**config.mk**
```make
export PLATFORM = sky130hd
export DESIGN_NAME = depth_result_stream_tx_flat
export DESIGN_NICKNAME = d
export VERILOG_FILES = /design/src/rtl/depth_result_stream_tx_if.sv /design/src/rtl/depth_result_stream_tx.sv /design/src/flat_wrapper.sv
export SDC_FILE = /design/constraint.sdc
export NUM_CORES = 1
export LEC_CHECK = 0
export BUFFER_PORTS_ARGS = -buffer_cell sky130_fd_sc_hd__buf_2
export CAP_MARGIN = 20
export CORE_MARGIN = 4
export CORE_UTILIZATION = 65
export DETAILED_ROUTE_END_ITERATION = 12
export PLACE_DENSITY_LB_ADDON = 0.08
export SETUP_SLACK_MARGIN = 0.1
export SLEW_MARGIN = 20
export SYNTH_ARGS = -nofsm -noshare
export SYNTH_HDL_FRONTEND = slang
export SYNTH_SLANG_ARGS = --single-unit
```
**constraint.sdc**
```tcl
create_clock -name clk -period 6.5 [get_ports clk]
set_clock_uncertainty 0.2 [all_clocks]
set_input_delay 0 -clock clk [delete_from_list [all_inputs] [get_ports clk]]
set_output_delay 0 -clock clk [all_outputs]
set_load 0.02 [all_outputs]
```
**src/rtl/depth_result_stream_tx_if.sv**
```systemverilog
// Avalon-ST source bundle for the depth-result stream: valid/ready handshake
// plus data and packet framing flags.
interface depth_result_stream_tx_if #(
  parameter int DATA_W = 8
);
  logic              valid;
  logic              ready;
  logic [DATA_W-1:0] data;
  logic              sop;
  logic              eop;

  modport master (output valid, output data, output sop, output eop, input ready);
  modport slave  (input valid, input data, input sop, input eop, output ready);
endinterface

```
**src/rtl/depth_result_stream_tx.sv**
```systemverilog
// Frames raster-ordered depth pixels into one Avalon-ST packet per image,
// buffered through a small show-ahead FIFO with sink backpressure.
module depth_result_stream_tx #(
  parameter int DATA_W     = 8,
  parameter int IMG_W      = 64,
  parameter int IMG_H      = 48,
  parameter int FIFO_DEPTH = 16,
  parameter int CNT_W      = 16
) (
  input  logic                       clk,
  input  logic                       reset_n,
  input  logic                       enable,
  input  logic                       in_valid,
  input  logic                       in_sof,
  input  logic [DATA_W-1:0]          in_data,
  output logic                       in_ready,
  depth_result_stream_tx_if.master   st,
  output logic [CNT_W-1:0]           frame_cnt,
  output logic                       err_sof,
  input  logic                       clr_err,
  output logic                       busy
);

  localparam int PKT = IMG_W * IMG_H;
  localparam int AW  = $clog2(FIFO_DEPTH);
  localparam int PW  = (PKT > 1) ? $clog2(PKT) : 1;
  localparam int EW  = DATA_W + 2;

  typedef enum logic {IDLE, FRAME} wr_state_t;

  logic [EW-1:0]     mem [FIFO_DEPTH];
  logic [AW-1:0]     wr_ptr_reg, rd_ptr_reg, rd_ptr_next;
  logic [AW:0]       count_reg, count_next;
  wr_state_t         state_reg, state_next;
  logic [PW-1:0]     pix_cnt_reg, pix_cnt_next;
  logic              rst_done_reg;
  logic [DATA_W-1:0] head_data_reg;
  logic              head_sop_reg, head_eop_reg;
  logic              push, pop, wr_sop, wr_eop, err_set;
  logic [EW-1:0]     wr_entry, head_next;

  assign in_ready = rst_done_reg && enable && (count_reg != (AW+1)'(FIFO_DEPTH));
  assign st.valid = (count_reg != '0);
  assign st.data  = head_data_reg;
  assign st.sop   = head_sop_reg;
  assign st.eop   = head_eop_reg;
  assign busy     = st.valid || (state_reg == FRAME);

  assign push     = in_valid && in_ready;
  assign pop      = st.valid && st.ready;
  assign wr_entry = {wr_eop, wr_sop, in_data};

  // Packet flags are decided at write time so the read side only replays them.
  always_comb begin
    wr_sop       = 1'b0;
    wr_eop       = 1'b0;
    err_set      = 1'b0;
    state_next   = state_reg;
    pix_cnt_next = pix_cnt_reg;
    if (push) begin
      if (in_sof) begin
        wr_sop  = 1'b1;
        err_set = (state_reg == FRAME);
        if (PKT == 1) begin
          wr_eop       = 1'b1;
          state_next   = IDLE;
          pix_cnt_next = '0;
        end else begin
          state_next   = FRAME;
          pix_cnt_next = PW'(1);
        end
      end else if (state_reg == IDLE) begin
        err_set = 1'b1;
      end else if (pix_cnt_reg == PW'(PKT - 1)) begin
        wr_eop       = 1'b1;
        state_next   = IDLE;
        pix_cnt_next = '0;
      end else begin
        pix_cnt_next = pix_cnt_reg + 1'b1;
      end
    end
  end

  assign count_next  = count_reg + (AW+1)'(push) - (AW+1)'(pop);
  assign rd_ptr_next = rd_ptr_reg + AW'(pop);
  // Bypass when this cycle's write lands exactly at the next head slot.
  assign head_next   = (push && (count_reg == (AW+1)'(pop))) ? wr_entry : mem[rd_ptr_next];

  always_ff @(posedge clk) begin
    if (push) begin
      mem[wr_ptr_reg] <= wr_entry;
    end
  end

  always_ff @(posedge clk or negedge reset_n) begin
    if (!reset_n) begin
      wr_ptr_reg    <= '0;
      rd_ptr_reg    <= '0;
      count_reg     <= '0;
      state_reg     <= IDLE;
      pix_cnt_reg   <= '0;
      rst_done_reg  <= 1'b0;
      head_data_reg <= '0;
      head_sop_reg  <= 1'b0;
      head_eop_reg  <= 1'b0;
      frame_cnt     <= '0;
      err_sof       <= 1'b0;
    end else begin
      rst_done_reg <= 1'b1;
      wr_ptr_reg   <= wr_ptr_reg + AW'(push);
      rd_ptr_reg   <= rd_ptr_next;
      count_reg    <= count_next;
      state_reg    <= state_next;
      pix_cnt_reg  <= pix_cnt_next;
      if (count_next != '0) begin
        {head_eop_reg, head_sop_reg, head_data_reg} <= head_next;
      end
      if (pop && head_eop_reg) begin
        frame_cnt <= frame_cnt + 1'b1;
      end
      if (err_set) begin
        err_sof <= 1'b1;
      end else if (clr_err) begin
        err_sof <= 1'b0;
      end
    end
  end

endmodule

```
**src/flat_wrapper.sv**
```systemverilog
// flat-port wrapper written by rule: the top's interface ports become plain ports
module depth_result_stream_tx_flat 
#(
  parameter int DATA_W     = 8,
  parameter int IMG_W      = 64,
  parameter int IMG_H      = 48,
  parameter int FIFO_DEPTH = 16,
  parameter int CNT_W      = 16
)
  (clk, reset_n, enable, in_valid, in_sof, in_data, in_ready, frame_cnt, err_sof, clr_err, busy, st_valid, st_data, st_sop, st_eop, st_ready);
  depth_result_stream_tx_if #(.DATA_W(DATA_W)) st_i ();
  input  logic clk;
  input  logic reset_n;
  input  logic enable;
  input  logic in_valid;
  input  logic in_sof;
  input  logic [DATA_W-1:0] in_data;
  output logic in_ready;
  output logic [CNT_W-1:0] frame_cnt;
  output logic err_sof;
  input  logic clr_err;
  output logic busy;
  output wire logic [$bits(st_i.valid)-1:0] st_valid;
  output wire logic [$bits(st_i.data)-1:0] st_data;
  output wire logic [$bits(st_i.sop)-1:0] st_sop;
  output wire logic [$bits(st_i.eop)-1:0] st_eop;
  input wire logic [$bits(st_i.ready)-1:0] st_ready;
  assign st_valid = st_i.valid;
  assign st_data = st_i.data;
  assign st_sop = st_i.sop;
  assign st_eop = st_i.eop;
  assign st_i.ready = st_ready;
  depth_result_stream_tx #(.DATA_W(DATA_W), .IMG_W(IMG_W), .IMG_H(IMG_H), .FIFO_DEPTH(FIFO_DEPTH), .CNT_W(CNT_W)) u_core (.clk(clk), .reset_n(reset_n), .enable(enable), .in_valid(in_valid), .in_sof(in_sof), .in_data(in_data), .in_ready(in_ready), .st(st_i), .frame_cnt(frame_cnt), .err_sof(err_sof), .clr_err(clr_err), .busy(busy));
endmodule
```
==> results of run 1 <==
-- cell usage in the layout, fill, tap and decap left out, types with 6 or more instances in the layout --
cell / instances
inv_1: 21
mux2_2: 12
nor3_1: 22
o21ai_0: 15
nand4_1: 8
xor2_1: 11
buf_2: 44
clkbuf_8: 6
clkbuf_16: 22
buf_4: 16
edfxtp_1: 160
nand2_1: 40
mux4_2: 32
mux2i_1: 13
nor2_1: 30
a211o_1: 8
and3_1: 9
a21oi_1: 7
nand3_1: 21
xnor2_1: 21
clkbuf_1: 11
ha_1: 10
dlygate4sd3_1: 16
dfrtp_1: 54
-- how the worst max path moves through the flow --
stage / startpoint / endpoint
finish: u_core.count_reg[3]$_DFF_PN0_ / u_core.st.data[4]$_DFFE_PN0P_
global route: u_core.count_reg[2]$_DFF_PN0_ / u_core.st.data[4]$_DFFE_PN0P_
CTS: u_core.count_reg[3]$_DFF_PN0_ / u_core.st.data[6]$_DFFE_PN0P_
detailed placement: u_core.count_reg[3]$_DFF_PN0_ / u_core.st.data[6]$_DFFE_PN0P_
global placement: u_core.count_reg[3]$_DFF_PN0_ / u_core.st.data[6]$_DFFE_PN0P_
floorplan: u_core.count_reg[2]$_DFF_PN0_ / u_core.st.data[0]$_DFFE_PN0P_
-- critical path, delay by kind of cell (launching register included) --
| kind | cells | cell delay [ns] |
|---|---|---|
| adders and majority gates | 3 | 0.58 |
| xor gates and xnor gates | 1 | 0.11 |
| muxes | 1 | 0.45 |
| and+or+nand+nor | 5 | 1.94 |
| DFF | 1 | 0.39 |
| AOI/OAI and AO/OA | 2 | 0.55 |
| buffers and inverters | 3 | 0.22 |
-- stage by stage --
stage,hold WS (ns),std cells
5_1_grt,0.04374,854
4_1_cts,0.003980,854
3_3_place_gp,-0.02504,798
6_report,-0.01944,854
2_1_floorplan,-0.4956,583
3_5_place_dp,-0.007009,798
-- routing by layer --
layer | global-route usage | vias up | wire (um)
met2 | 0.4363 | 264 | 10370
li1 | - | 2406 | -
met5 | 0 | - | 0
met3 | 0.05377 | 45 | 1563
met1 | 0.3504 | 2775 | 7947
met4 | 0.08328 | 0 | 607
-- synthesized netlist by cell type (12+ instances only) --
master,count
clkbuf_1,14
dfrtp_1,54
edfxtp_1,160
inv_1,21
mux2_2,12
mux2i_1,13
mux4_2,32
nand2_1,40
nand3_1,21
nor2_1,33
nor3_1,22
o21ai_0,15
xnor2_1,21
-- cells by family (layout without fill, tap and decap cells) --
logic type / count (synthesis) / after routing / synth area share
mux: 57 / 57 / 0.1092
compound gates: 58 / 58 / 0.04682
simple gates: 165 / 165 / 0.09364
fa+ha+maj: 12 / 12 / 0.01745
flops: 214 / 214 / 0.6815
other cells: 1 / 1 / 0.0004152
xor+xnor: 32 / 32 / 0.03103
buf+inv: 44 / 139 / 0.01995
-- area by class of cell --
class / instances / area share
clock buffer: 39 / 0.06489
clock inverter: 1 / 0.001565
inverter: 23 / 0.008306
multi-input combinational: 325 / 0.2636
sequential: 214 / 0.5923
tap: 176 / 0.02119
timing repair buffer: 76 / 0.04815
-- power by group --
group	total [uW]	leakage [uW]	switching (uW)	internal, uW
registers	1750	0.00214	142	1610
clock network	1200	0.000334	495	700
logic	1570	0.00140	908	658
==> results.md, run 1 <==
* Initial Utilization at 0.6740
* Area grow syn2layout at 15.07%
* Ys async rst share at 0.2523
* FMAX at 218.5 MHz
* Max reg flops at 160
* Finished Core Util at 0.7756
* FF-to-FF End: u_core.st.data[4]$_DFFE_PN0P_
* Failing checks: hold timing
* Number of port buffers at 44
* # diodes at 0
* Detailed-route DRC error count at 0
* Setup total negative slack at 0 ns
* Fill cell count at 766
* Clock tree from TritonCTS: yes
* Final hold vios at 17
* Number of nets in the layout at 689
* Final ANT Viol Nets at 0
* Critical path required time at 6.69 ns
* WL/cell at 23.99 um
* Crit-path cells: inv_1, ha_1, nor4b_4, or3_1, inv_1, or2_2, ha_1, inv_1, fa_1, xnor2_1, nor4b_1, mux2_2, and2_1, o21ai_0, a211o_1
* Maximum buffer depth of the clock tree at 3
* Global-route wire length before repair at 31770 um
* GPL Wtd Cong at 0.8295
* Fin crit period at 4.576 ns
* Max-cap violation count at 0
* Sequential share of the synthesized area at 0.6815
* Critical path class: reg2reg
* Worst Tran Pin Value at 1.164 ns
* Leak pwr at 0.003874 uW
* Design area at 10390 um2
* Post-synth design cell area at 9032 um2
* CP startpoint kind: flip-flop
* RR Startpoint: u_core.count_reg[3]$_DFF_PN0_
* Ys Warns at 0
* Die area at 15850 um2
* Net Count, Synth at 610
* Yosys reg bits at 214
* Slowest stage cell, crit path: and2_1
* DR vias at 5490
* DP Area at 9537 um2
* Max_slew headroom at 0.2213
* Min-delay worst type: in2async
* Top-area cell type share of the netlist area at 0.5319
* Worst skew pair latency at 0.50 ns
* GR Overflow Total at 0
* Critical path peak fanout at 18
* Status: complete, but fails checks
* GRT Overall Usage at 0.2611
* Mean Syn Cell Area at 15.49 um2
* Post-CTS Resized at 0
* Routed vias/inst at 6.429
* Prevailing post-synth register cell: edfxtp_1
* RSZ-0062 raised after global routing: false
* Final setup fails at 0
* Area of the multi-input gates at 2740 um2
* Peak VDD IR at 0.3309 mV
* Total clock sinks at 214
* Distinct cells, synth at 60
* Initial antenna violation count at 0
* TritonCTS buffer count at 22
* Vias in the first global route at 5574
* CTS root buffer: clkbuf_16
* DP Worst Slack at 1.912 ns
* Number of synthesized flops with an enable pin at 160
* Post-CTS Setup Inserts at 0
* Post-DP HPWL at 12280 um
* Critical path arrival at 4.76 ns
* Final Slew Violations at 0
* Core ar. at 13400 um2
* Overall Power at 4509 uW
* Largest net degree at the start of global routing at 55
* Final WS setup at 1.924 ns
* FF-to-FF setup slack at 1.92 ns
* I/O Pins at 45
* Initial DRC Count at 557
* Largest stage delay, worst path at 0.69 ns
* Area leader, netlist: edfxtp_1
* Synth area leaders: edfxtp_1 53%, dfrtp_1 15%, mux4_2 8.0%
* H-tree depth at 1
* FF/Latch Area at 6156 um2
* Share of cells above drive strength 1 at 0.2212
* CTS Hold Bufs at 16
* Power density cells at 433.8 nW/um2
* Clock transition at the registers of the reported paths at 0.06 ns
* R2R cell count at 15
* Hold Slack at -0.01944 ns
* Chip width at 125.9 um
* Die Y at 125.9 um
* DRT Wirelength at 20490 um
* Worst Setup End Kind: flip-flop
* Core Rows at 42
* Period utilization at 0.7040
* Most frequent CP cell: inv_1
* Post-Synthesis Cells at 583
* Total iterations of the first detailed-routing run at 5
Note: power is estimated with default switching activity, not from simulation.
==> run 2, diff against run 1 <==
--- a/config.mk
+++ b/config.mk
@@ -5,10 +5,11 @@
 export SDC_FILE = /design/constraint.sdc
 export NUM_CORES = 1
 export LEC_CHECK = 0
+export ABC_AREA = 1
 export BUFFER_PORTS_ARGS = -buffer_cell sky130_fd_sc_hd__buf_2
 export CAP_MARGIN = 20
 export CORE_MARGIN = 4
-export CORE_UTILIZATION = 65
+export CORE_UTILIZATION = 55
 export DETAILED_ROUTE_END_ITERATION = 12
 export PLACE_DENSITY_LB_ADDON = 0.08
 export SETUP_SLACK_MARGIN = 0.1
==> constraint.sdc (replaced) <==
create_clock -name clk -period 4 [get_ports clk]
set_clock_uncertainty 0.2 [all_clocks]
set_input_delay 0 -clock clk [delete_from_list [all_inputs] [get_ports clk]]
set_output_delay 0 -clock clk [all_outputs]
set_load 0.02 [all_outputs]
==> results.md, run 2 <==
* TritonCTS buffer count at 23
* Worst skew pair latency at 0.51 ns
* Worst Tran Pin Value at 1.061 ns
* Most frequent cells in the layout: 224 x nand2_1, 160 x edfxtp_1, 133 x nand3_1, 101 x inv_1, 54 x dfrtp_1
* Area grow syn2layout at 13.97%
* Internal Dissipation at 4710 uW
* GPL Wtd Cong at 0.8481
* Yosys reg bits at 214
* I/O Pins at 45
* Number of nets in the layout at 998
* Distinct cells, synth at 46
* Initial Utilization at 0.5620
* Number of port buffers at 44
* Fill cell count at 1352
* Worst Setup End Kind: flip-flop
* Status: complete, no violations
* Ys Warns at 0
* Largest net degree at the start of global routing at 55
* Die area at 19930 um2
* Top-area cell type share of the netlist area at 0.4926
* Mean Syn Cell Area at 10.78 um2
* Detailed-route DRC error count at 0
* Post-synth design cell area at 9754 um2
* Post-DP HPWL at 14000 um
* Chip width at 141.2 um
* Total clock sinks at 214
* Post-CTS Resized at 0
* Core ar. at 17360 um2
* Maximum buffer depth of the clock tree at 3
* RSZ-0062 raised after global routing: false
* Power density cells at 684.0 nW/um2
* Leak pwr at 0.004781 uW
* Final Slew Violations at 0
* Synth top cells by count: 224 x nand2_1, 160 x edfxtp_1, 133 x nand3_1
* Final hold vios at 0
* Most frequent cell after synthesis: nand2_1
* Design area at 11120 um2
* GR Overflow Total at 0
* WL/cell at 17.83 um
* Global-route wire length before repair at 34690 um
* Reg power frac at 0.364
* Final ANT Viol Nets at 0
* Core Rows at 48
* Final setup fails at 0
* Combinational power share at 0.363
* Post-CTS Setup Inserts at 0
* Period utilization at 0.8575
* Synth area leaders: edfxtp_1 49%, dfrtp_1 14%, nand2_1 8.6%
* Total iterations of the first detailed-routing run at 8
* Hold Slack at 0.2650 ns
* Clock share of power at 0.272
* DP Area at 10200 um2
* Fin crit period at 3.430 ns
* Max reg flops at 160
* CTS root buffer: clkbuf_16
* Area leader, netlist: edfxtp_1
* Clock tree from TritonCTS: yes
* Commonest non-fill, non-tap cell in the layout: nand2_1
* Routed vias/inst at 5.362
* Sequential share of the synthesized area at 0.6311
* DRT Wirelength at 21630 um
* Share of cells above drive strength 1 at 0.1397
* Min-delay worst type: in2reg
* GRT Overall Usage at 0.2200
* Peak VDD IR at 0.4432 mV
* Net Count, Synth at 932
* Setup total negative slack at 0 ns
* Number of synthesized flops with an enable pin at 160
* Switching power at 2894 uW
* Post-Synthesis Cells at 905
* # diodes at 0
* DR vias at 6504
* CTS Hold Bufs at 17
* Initial antenna violation count at 0
* CP startpoint kind: flip-flop
* Critical path class: reg2reg
* Max_slew headroom at 0.2876
* Ys async rst share at 0.2523
* Vias in the first global route at 6615
* FMAX at 291.5 MHz
* Critical path arrival at 3.67 ns
* Max-cap violation count at 0
* Clock transition at the registers of the reported paths at 0.06 ns
* Prevailing post-synth register cell: edfxtp_1
* Critical path peak fanout at 18
* H-tree depth at 1
* Sw frac at 0.3806
* Initial DRC Count at 573
* Die Y at 141.2 um
* Critical path required time at 4.24 ns
run 2: cell count changes after synthesis, sizes merged, moves of 9 or more:
cell and change:
inv +82, and3 -9, buf +17, nand3b +38
o21ai -14, mux4 -32, nand3 +115, nand2 +191
mux2i -13, mux2 -11, nor2 +22, nor3 -17
run 2: final cells by class:
type / instances / area (um2) / area share
clock buffers: 28 / 614.3 / 0.05526
inverters: 107 / 404.1 / 0.03635
repair buffers: 77 / 523.0 / 0.04705
flip-flops and latches: 214 / 6156 / 0.5537
clock inverters: 14 / 131.4 / 0.01182
well taps: 225 / 281.5 / 0.02532
multi-input cells: 548 / 3007 / 0.2705
run 2: kinds of logic after synthesis:
| group | Yosys count | synth area share |
|---|---|---|
| AND/OR/NAND/NOR | 480 | 0.2414 |
| adder cells (fa/ha/maj) | 12 | 0.01616 |
| other | 1 | 0.0003844 |
| XOR/XNOR | 25 | 0.02322 |
| multiplexers | 1 | 0.001154 |
| flip-flops | 214 | 0.6311 |
| buffers and inverters | 143 | 0.06298 |
| AO/OA/AOI/OAI | 29 | 0.02360 |
run 2: layer usage:
metal  GRT usage  share of wire  wire (um)
met4     0.05252          0.019        403
met2      0.3732           0.49      10580
met3     0.04138          0.061       1317
met5           0              0          0
met1      0.2961           0.43       9324
run 2: stage by stage:
stage	worst slack [ns]	cells	total power (uW)	util
2_1_floorplan	0.9028	905	4754	-
3_3_place_gp	0.7299	1154	5465	0.5877
3_5_place_dp	0.5697	1154	5541	0.5877
4_1_cts	0.5742	1213	7649	0.6405
5_1_grt	0.2819	1213	8093	0.6405
6_report	0.5700	1213	7604	0.6405
run 2: power by group through the flow:
stage	Clock [uW]	Sequential (uW)	Combinational, uW
2_1_floorplan	0	2890	1870
3_3_place_gp	0	2810	2660
3_5_place_dp	0	2810	2730
4_1_cts	2120	2770	2760
5_1_grt	2220	2800	3080
6_report	2070	2770	2760
run 2: critical path: stages (launching register included):
cell and delay (ns):
dfrtp_1 0.36, inv_1 0.07, ha_1 0.26, nand3_1 0.11, inv_1 0.07, nor2_4 0.09, nand2_2 0.11, inv_1 0.19
ha_1 0.22, inv_1 0.06, fa_1 0.40, o21ai_0 0.23, xnor2_1 0.12, nand3_1 0.13, clkinv_1 0.38, a21oi_1 0.25
nand2_1 0.07, nand2_1 0.06
run 2: worst paths after layout:
| kind | startpoint | to | slack (ns) | cells past startpoint |
|---|---|---|---|---|
| max | u_core.count_reg[2]$_DFF_PN0_ | u_core.st.sop$_DFFE_PN0P_ | 0.57 | 17 |
| min reg2reg | u_core.frame_cnt[15]$_DFFE_PN0P_ | u_core.frame_cnt[15]$_DFFE_PN0P_ | 0.28 | 1 |
| max reg2reg | u_core.count_reg[2]$_DFF_PN0_ | u_core.st.sop$_DFFE_PN0P_ | 0.57 | 17 |
| min | in_data[1] | u_core.mem[10][1]$_DFFE_PP_ | 0.26 | 2 |
| max in group asynchronous | reset_n | u_core.pix_cnt_reg[2]$_DFFE_PN0P_ | 2.62 | 4 |
| min in group asynchronous | reset_n | u_core.frame_cnt[11]$_DFFE_PN0P_ | 0.51 | 4 |
==> run 3, diff against run 2 <==
--- a/config.mk
+++ b/config.mk
@@ -9,7 +9,8 @@
 export BUFFER_PORTS_ARGS = -buffer_cell sky130_fd_sc_hd__buf_2
 export CAP_MARGIN = 20
 export CORE_MARGIN = 4
-export CORE_UTILIZATION = 55
+export CORE_UTILIZATION = 43
+export CTS_CLUSTER_SIZE = 10
 export DETAILED_ROUTE_END_ITERATION = 12
 export PLACE_DENSITY_LB_ADDON = 0.08
 export SETUP_SLACK_MARGIN = 0.1
==> results.md, run 3 (synthesized netlist as in run 2, its figures left out) <==
* Status: complete, no violations
* Worst skew pair latency at 0.52 ns
* Setup total negative slack at 0 ns
* Critical path required time at 4.26 ns
* Initial DRC Count at 521
* CP startpoint kind: flip-flop
* Initial Utilization at 0.4415
* DP Worst Slack at 0.5344 ns
* Global-route wire length before repair at 36700 um
* Commonest non-fill, non-tap cell in the layout: nand2_1
* Most frequent CP cell: inv_1
* Critical path arrival at 3.69 ns
* Routed vias/inst at 5.044
* TritonCTS buffer count at 25
* Final WS setup at 0.5714 ns
* Largest stage delay, worst path at 0.42 ns
* Number of port buffers at 44
* Initial antenna violation count at 0
* Vias in the first global route at 6285
* Clock tree from TritonCTS: yes
* WP depth at 17
* Post-CTS Resized at 0
* Min-delay worst type: in2reg
* Max reg flops at 160
* Crit-path cells: inv_1, ha_1, nand3_1, inv_1, nor2_4, nand2_2, inv_1, ha_1, inv_1, fa_1, o21ai_0, xnor2_1, nand3_1, clkinv_1, a21oi_1, nand2_1, nand2_1
* Critical path class: reg2reg
* Detailed-route DRC error count at 0
* Power density cells at 679.6 nW/um2
* DP Area at 10320 um2
* Critical path buffer and inverter count at 5
* Hold Path Stages at 6
* CTS Hold Bufs at 18
* Clock transition at the registers of the reported paths at 0.06 ns
* Chip width at 158.6 um
* RSZ-0062 raised after global routing: false
* Kind of cell adding the most delay to the critical path: adder cells
* HP Start: in_sof
* Worst Tran Pin Value at 1.107 ns
* Hold EP: u_core.st.sop$_DFFE_PN0P_
* Most frequent cells in the layout: 224 x nand2_1, 160 x edfxtp_1, 133 x nand3_1, 101 x inv_1, 54 x dfrtp_1
* FF-to-FF End: u_core.st.sop$_DFFE_PN0P_
* GR Overflow Total at 0
* GRT Overall Usage at 0.1903
* Worst Setup End Kind: flip-flop
* GPL Wtd Cong at 0.8052
* Post-CTS Setup Inserts at 0
* # diodes at 0
* Leak pwr at 0.004802 uW
* Post-DP HPWL at 14230 um
* Final setup fails at 0
* Area grow syn2layout at 14.92%
* H-tree depth at 1
* Final ANT Viol Nets at 0
* WL/cell at 18.19 um
* Peak VDD IR at 0.4405 mV
* Slowest stage cell, crit path: clkinv_1
* DRT Wirelength at 23320 um
* Total iterations of the first detailed-routing run at 5
* Number of nets in the layout at 1011
* Share of cells above drive strength 1 at 0.1377
* Max-cap violation count at 0
* DR vias at 6466
* Die area at 25160 um2
* Maximum buffer depth of the clock tree at 3
* I/O Pins at 45
* Core Rows at 54
* Max_slew headroom at 0.2562
* FMAX at 291.7 MHz
* Total clock sinks at 214
* CTS root buffer: clkbuf_16
* R2R cell count at 17
* Final hold vios at 0
* Period utilization at 0.8571
* Critical path peak fanout at 18
* Fin crit period at 3.429 ns
* RR Startpoint: u_core.count_reg[3]$_DFF_PN0_
* Final Slew Violations at 0
* FF-to-FF setup slack at 0.57 ns
* Core ar. at 22090 um2
* Design area at 11210 um2
* Largest net degree at the start of global routing at 55
* Die Y at 158.6 um
[run 3: changes by cell type in the layout (fill, tap and decap cells not counted), sizes merged]
cell,delta
clkbuf,+15
buf,+10
clkinv,-6
clkinvlp,-3
bufinv,-2
dlygate4sd3,+1
inv,-1
[run 3: per-layer routing]
metal	wire length [um]	share of wire	vias up	track usage
met5	0	0	-	0
met4	413	0.018	0	0.04915
met3	1019	0.044	30	0.03044
met2	10690	0.46	121	0.2948
met1	11190	0.48	3139	0.2816
li1	-	-	3176	-
[run 3: worst min-delay path, stage by stage]
cell           delay (ns)
dlygate4sd3_1        0.51
buf_2                0.09
inv_1                0.09
a21oi_1              0.15
nand2_1              0.06
nand2_1              0.04
[run 3: metrics by stage]
stage	hold WS [ns]	total power [uW]	std cells	utilization
finish	0.2630	7617	1282	0.5074
global route	0.2876	8102	1282	0.5074
CTS	0.2386	7689	1282	0.5074
detailed placement	-0.009771	5637	1219	0.4673
global placement	-0.009865	5624	1219	0.4673
floorplan	-0.4956	4754	905	-
[run 3: cell type report]
cell class,instances,area [um2]
clock buffer,43,693.2
clock inverter,2,12.51
fill,2010,10880
inverter,107,404.1
multi-input combinational,548,2998
sequential,214,6156
tap,280,350.3
timing repair buffer,88,595.6
[run 3: how the worst max path moves through the flow]
stage	from	end	slack [ns]
3_3_place_gp	u_core.count_reg[3]$_DFF_PN0_	u_core.st.sop$_DFFE_PN0P_	0.69
6_report	u_core.count_reg[3]$_DFF_PN0_	u_core.st.sop$_DFFE_PN0P_	0.57
5_1_grt	u_core.count_reg[3]$_DFF_PN0_	u_core.st.sop$_DFFE_PN0P_	0.17
4_1_cts	u_core.count_reg[3]$_DFF_PN0_	u_core.st.sop$_DFFE_PN0P_	0.58
3_5_place_dp	u_core.count_reg[3]$_DFF_PN0_	u_core.st.sop$_DFFE_PN0P_	0.53
2_1_floorplan	u_core.count_reg[2]$_DFF_PN0_	u_core.st.data[6]$_DFFE_PN0P_	0.90
[run 3: where the power goes]
part           internal [uW]  total (uW)  switching [uW]
Clock                   1170        2020             855
Combinational            862        2810            1950
Sequential              2620        2790             170
Total                   4640        7620            2970
